==> config.mk <==
export PLATFORM = sky130hd
export DESIGN_NAME = imm_splitter
export DESIGN_NICKNAME = d
export VERILOG_FILES = /design/src/rtl/imm_pkg.sv /design/src/rtl/imm_fit_calc.sv /design/src/rtl/imm_splitter.sv
export SDC_FILE = /design/constraint.sdc
export NUM_CORES = 1
export LEC_CHECK = 0
export ABC_AREA = 0
export BUFFER_PORTS_ARGS = -buffer_cell sky130_fd_sc_hd__buf_4
export CAP_MARGIN = 20
export CORE_MARGIN = 1.5
export CORE_UTILIZATION = 52
export DETAILED_ROUTE_END_ITERATION = 6
export GPL_TIMING_DRIVEN = 0
export PLACE_DENSITY_LB_ADDON = 0.25
export SLEW_MARGIN = 25
export SYNTH_ARGS = -nofsm -noshare
export SYNTH_HDL_FRONTEND = slang
export SYNTH_HIERARCHICAL = 1
export SYNTH_SLANG_ARGS = --single-unit
==> constraint.sdc <==
create_clock -name clk -period 3.2 [get_ports clk]
set_input_delay 0 -clock clk [delete_from_list [all_inputs] [get_ports clk]]
set_output_delay 0 -clock clk [all_outputs]
set_load 0.02 [all_outputs]
==> src/rtl/imm_pkg.sv <==
// Shared constants, types and helpers for splitting 32-bit constants into 15-bit immediate beats.
package imm_pkg;

    localparam int unsigned DATA_W = 32;
    localparam int unsigned IMM_W  = 15;
    localparam int unsigned NB     = 3;
    localparam int unsigned EXT_W  = NB * IMM_W;

    typedef logic [1:0] beat_cnt_t;

    typedef enum logic [0:0] {
        IDLE = 1'b0,
        SEND = 1'b1
    } state_t;

    // Sign-extend a constant so every beat slice can be taken from a fixed-width word.
    function automatic logic [EXT_W-1:0] sext_to_ext(input logic [DATA_W-1:0] data);
        return {{(EXT_W - DATA_W){data[DATA_W-1]}}, data};
    endfunction

endpackage

==> src/rtl/imm_fit_calc.sv <==
// Minimum number of 15-bit beats needed to rebuild a signed 32-bit constant.
module imm_fit_calc
    import imm_pkg::*;
(
    input  logic [DATA_W-1:0] in_data,
    output beat_cnt_t         beat_count_c
);

    localparam int unsigned ONE_LSB = IMM_W - 1;
    localparam int unsigned TWO_LSB = 2 * IMM_W - 1;

    logic fits_one_c;
    logic fits_two_c;

    // A value fits n beats when every bit above the top beat's sign bit copies it.
    assign fits_one_c = (&in_data[DATA_W-1:ONE_LSB]) | ~(|in_data[DATA_W-1:ONE_LSB]);
    assign fits_two_c = (&in_data[DATA_W-1:TWO_LSB]) | ~(|in_data[DATA_W-1:TWO_LSB]);

    always_comb begin
        beat_count_c = 2'd3;
        if (fits_one_c) begin
            beat_count_c = 2'd1;
        end else if (fits_two_c) begin
            beat_count_c = 2'd2;
        end
    end

endmodule

==> src/rtl/imm_splitter.sv <==
// Splits a signed 32-bit constant into the shortest top-first sequence of 15-bit immediate beats.
module imm_splitter
    import imm_pkg::*;
(
    input  logic              clk,
    input  logic              rst_n,
    input  logic              in_valid,
    output logic              in_ready,
    input  logic [DATA_W-1:0] in_data,
    output logic              out_valid,
    input  logic              out_ready,
    output logic [IMM_W-1:0]  out_imm,
    output logic              out_first,
    output logic              out_last,
    output logic [1:0]        out_count,
    output logic [1:0]        out_idx
);

    state_t             state_q, state_d;
    logic [EXT_W-1:0]   held_q, held_d;
    beat_cnt_t          count_q, count_d;
    beat_cnt_t          idx_q, idx_d;
    logic [IMM_W-1:0]   imm_q, imm_d;
    logic               first_q, first_d;
    logic               last_q, last_d;
    beat_cnt_t          fit_count_c;
    beat_cnt_t          sel_c;
    logic               take_c;

    imm_fit_calc u_fit (
        .in_data      (in_data),
        .beat_count_c (fit_count_c)
    );

    // A new constant may enter while idle or on the handshake of the final beat.
    assign out_valid = (state_q == SEND);
    assign in_ready  = rst_n & ((state_q == IDLE) | (out_valid & out_ready & last_q));
    assign take_c    = in_valid & in_ready;

    assign out_imm   = imm_q;
    assign out_first = first_q;
    assign out_last  = last_q;
    assign out_count = count_q;
    assign out_idx   = idx_q;

    always_comb begin
        state_d = state_q;
        held_d  = held_q;
        count_d = count_q;
        idx_d   = idx_q;
        imm_d   = '0;
        first_d = 1'b0;
        last_d  = 1'b0;
        sel_c   = '0;

        if ((state_q == SEND) && out_ready) begin
            if (last_q) begin
                state_d = IDLE;
                count_d = '0;
                idx_d   = '0;
            end else begin
                idx_d = beat_cnt_t'(idx_q + 2'd1);
            end
        end

        if (take_c) begin
            held_d  = sext_to_ext(in_data);
            count_d = fit_count_c;
            idx_d   = '0;
            state_d = SEND;
        end

        // Beat i of K is slice K-1-i of the extended value; outputs follow the next state.
        if (state_d == SEND) begin
            sel_c = beat_cnt_t'(count_d - idx_d - 2'd1);
            case (sel_c)
                2'd0:    imm_d = held_d[IMM_W-1:0];
                2'd1:    imm_d = held_d[2*IMM_W-1:IMM_W];
                2'd2:    imm_d = held_d[3*IMM_W-1:2*IMM_W];
                default: imm_d = '0;
            endcase
            first_d = (idx_d == 2'd0);
            last_d  = (idx_d == beat_cnt_t'(count_d - 2'd1));
        end
    end

    always_ff @(posedge clk or negedge rst_n) begin
        if (!rst_n) begin
            state_q <= IDLE;
            held_q  <= '0;
            count_q <= '0;
            idx_q   <= '0;
            imm_q   <= '0;
            first_q <= 1'b0;
            last_q  <= 1'b0;
        end else begin
            state_q <= state_d;
            held_q  <= held_d;
            count_q <= count_d;
            idx_q   <= idx_d;
            imm_q   <= imm_d;
            first_q <= first_d;
            last_q  <= last_d;
        end
    end

endmodule

==> impl_metrics.toml <==
[timing]
finalCritPeriodShare = 0.960
fmax_mhz = 325
fin_crit_ns = 3.07
slew_violations = 0
rsz0062_at_grt = "false"
hold_viol = 0
clock_skew_ns = 0.00881
slew_headroom = 0.699
timing.hold.ws_ns = 0.0343
setup_viol = 0
tightest_slew_ns = 0.452

[clocking]
cts_tree = "built"
cts_max_level = 3
clk_pin_slew_ns = 0.08
cts.sinks = 67
cts_buffers = 9
cts-root-buf = "clkbuf_8"
clock_latency_ns = 0.35
cts_buffer_depth = 2

[synthesis]
yosys.area.top_type = "dfrtp_1"
syn_nets = 309
seq_area_frac_synth = 0.545
async_flop_share = 1.00
netlist_top_cells_count = "dfrtp_1 (67), nand2_1 (39), inv_1 (18), nor4_1 (18), mux2i_1 (17)"
synth_edf_count = 0
yosys_warnings = 6
yosys-top-cells-area = "dfrtp_1 (55%), mux2i_1 (5.5%), o311a_1 (4.9%), nand2_1 (4.8%), o32ai_1 (4.3%)"
synth_cells = 272
syn_area_sq_mm = 0.00307
synth_area_per_cell_sq_um = 11.3
synth_cell_type_count = 40
ys_ff_latch = 67
yosys.area.top_type_share = 0.545
synth_ff_type = "dfrtp_1"
synth.most_common_cell = "dfrtp_1"

[global_route]
track_usage = 0.257
grt_pass1_wl_mm = 12.2
grt_max_degree = 68
grt_pass1_vias = 2553
grt_overflow = 0
antenna_found_initial = 0

[floorplanning]
die_w_um = 79.9
ios = 59
floorplan.die_area_sq_mm = 0.00638
placementRows = 27
initial_core_util = 0.548
die_h_um = 79.9
core-area_sq_mm = 0.00561

[finish]
num_antenna_cells = 0
fin_area_sq_mm = 0.00417
regArea_sq_mm = 0.00168
area_growth_pct = 35.5
multiInputGateArea_sq_mm = 0.00122
finish.utilization = 0.743
n_fill_cell = 389
drive_gt1_frac = 0.288
fin_nets = 411

[placed_design]
globalplace.congestion = 0.832
dp_hpwl_mm = 5.07
portBuffers = 57
placed_cell_area_sq_mm = 0.00359

[job]
cap_violations = 0

[setup_path]
required_ns = 3.43
critPathKind = "in2reg"
arrival_ns = 3.30
crit_path_max_fanout = 10
cp-start-kind = "primary input"
cp-end-kind = "flop"

[status]
status = "finished, final reports clean"

[routing]
wl_per_cell_um = 17.0
totalWireLength_mm = 7.68
drt_iter0_markers = 139
vias_per_cell = 5.70
drc = 0
final_antenna_net_count = 0
dr.pass1.iters = 4
vias = 2569

[min_path]
hold_path_class = "in2reg"

[power_and_ir_drop]
leakage_nw = 2.12
ir_drop_uv = 603
powerDensity_mw_per_mm2 = 1070
area by class of cell:
cell class / count / area share
Clock inverter: 7 / 0.0183
Timing Repair Buffer: 91 / 0.188
Buffer: 23 / 0.0303
Tap cell: 72 / 0.0216
Clock buffer: 9 / 0.0297
Multi-Input combinational cell: 164 / 0.293
Sequential cell: 67 / 0.402
Inverter: 18 / 0.0162
cell usage in the layout, fill, tap and decap left out, types with 3 or more instances in the layout:
cell	count
o32ai_1	15
dlygate4sd3_1	32
clkbuf_1	9
o21ai_0	3
clkbuf_8	9
buf_4	62
clkbuf_2	4
nand4_1	5
xnor2_1	3
dfrtp_1	67
mux2_1	6
nand3_1	5
o311a_1	15
nor4_1	18
nor2_1	4
mux2_2	9
buf_2	4
nand2_1	39
inv_1	18
mux2i_1	16
worst max-delay path, cell delays in order:
cell and delay, ns:
dlygate4sd3_1 0.54, buf_4 0.15, or4_4 0.43, nor4_4 0.17
a221o_1 0.18, mux2i_1 0.08, o211ai_1 0.32, ha_2 0.27
inv_1 0.04, o211a_1 0.15, or4_4 0.50, buf_6 0.15
buf_6 0.13, o32ai_1 0.18
final timing paths:
check | from | end | slack, ns | cells after the start
hold / removal | out_ready | out_first$_DFF_PN0_ | 0.03 | 4
hold reg to reg | held_q[44]$_DFF_PN0_ | held_q[44]$_DFF_PN0_ | 0.48 | 2
min in group asynchronous | rst_n | held_q[16]$_DFF_PN0_ | 0.23 | 3
max in group asynchronous | rst_n | held_q[19]$_DFF_PN0_ | 2.70 | 3
setup / recovery | in_data[30] | out_imm[12]$_DFF_PN0_ | 0.13 | 14
setup reg to reg | out_valid$_DFF_PN0_ | out_imm[12]$_DFF_PN0_ | 0.43 | 11
sequential cells by signal, indices dropped and copies added (netlist names):
| register | cells |
|---|---|
| out_count | 2 |
| held_q | 45 |
| out_idx | 2 |
| out_last | 1 |
| out_first | 1 |
| out_imm | 15 |
| out_valid | 1 |
where the power goes:
group | internal, mW | switching [mW] | total, mW | leakage, nW
Clock | 0.365 | 0.347 | 0.712 | 0.0962
Combinational | 1.05 | 1.30 | 2.35 | 1.19
Sequential | 1.26 | 0.135 | 1.40 | 0.826
Total | 2.68 | 1.78 | 4.46 | 2.12
kinds of logic (layout without fill, tap and decap cells):
kind of cell,Yosys count,after routing,share of synthesized area
simple gates,84,84,0.143
flops,67,67,0.545
compound gates,42,42,0.121
buf+inv,41,148,0.0590
mux,32,32,0.110
xor+xnor,5,5,0.0167
fa+ha+maj,1,1,0.00407
what timing repair did:
action,in CTS,in global routing
hold buffers,33,0
gates resized for setup,0,20
setup buffers,0,1
endpoints found under the setup margin,0,15
hold endpoints to repair,102,0
through the flow:
stage,setup TNS [ns],setup WS [ns],total power [mW],std cells
floorplan,0,0.610,2.98,272
global placement,0,0.0431,3.57,401
detailed placement,-0.0330,-0.0178,3.62,401
CTS,0,0.0268,4.38,450
global route,0,0.00373,4.73,451
finish,0,0.128,4.46,451
layer usage:
| metal | up-vias | wire length, um | track usage |
|---|---|---|---|
| li1 | 1212 | - | - |
| met2 | 67 | 3750 | 0.412 |
| met3 | 18 | 371 | 0.0549 |
| met5 | - | 0 | 0 |
| met1 | 1272 | 3420 | 0.338 |
| met4 | 0 | 138 | 0.110 |
Power figures use the tool's default switching activity.
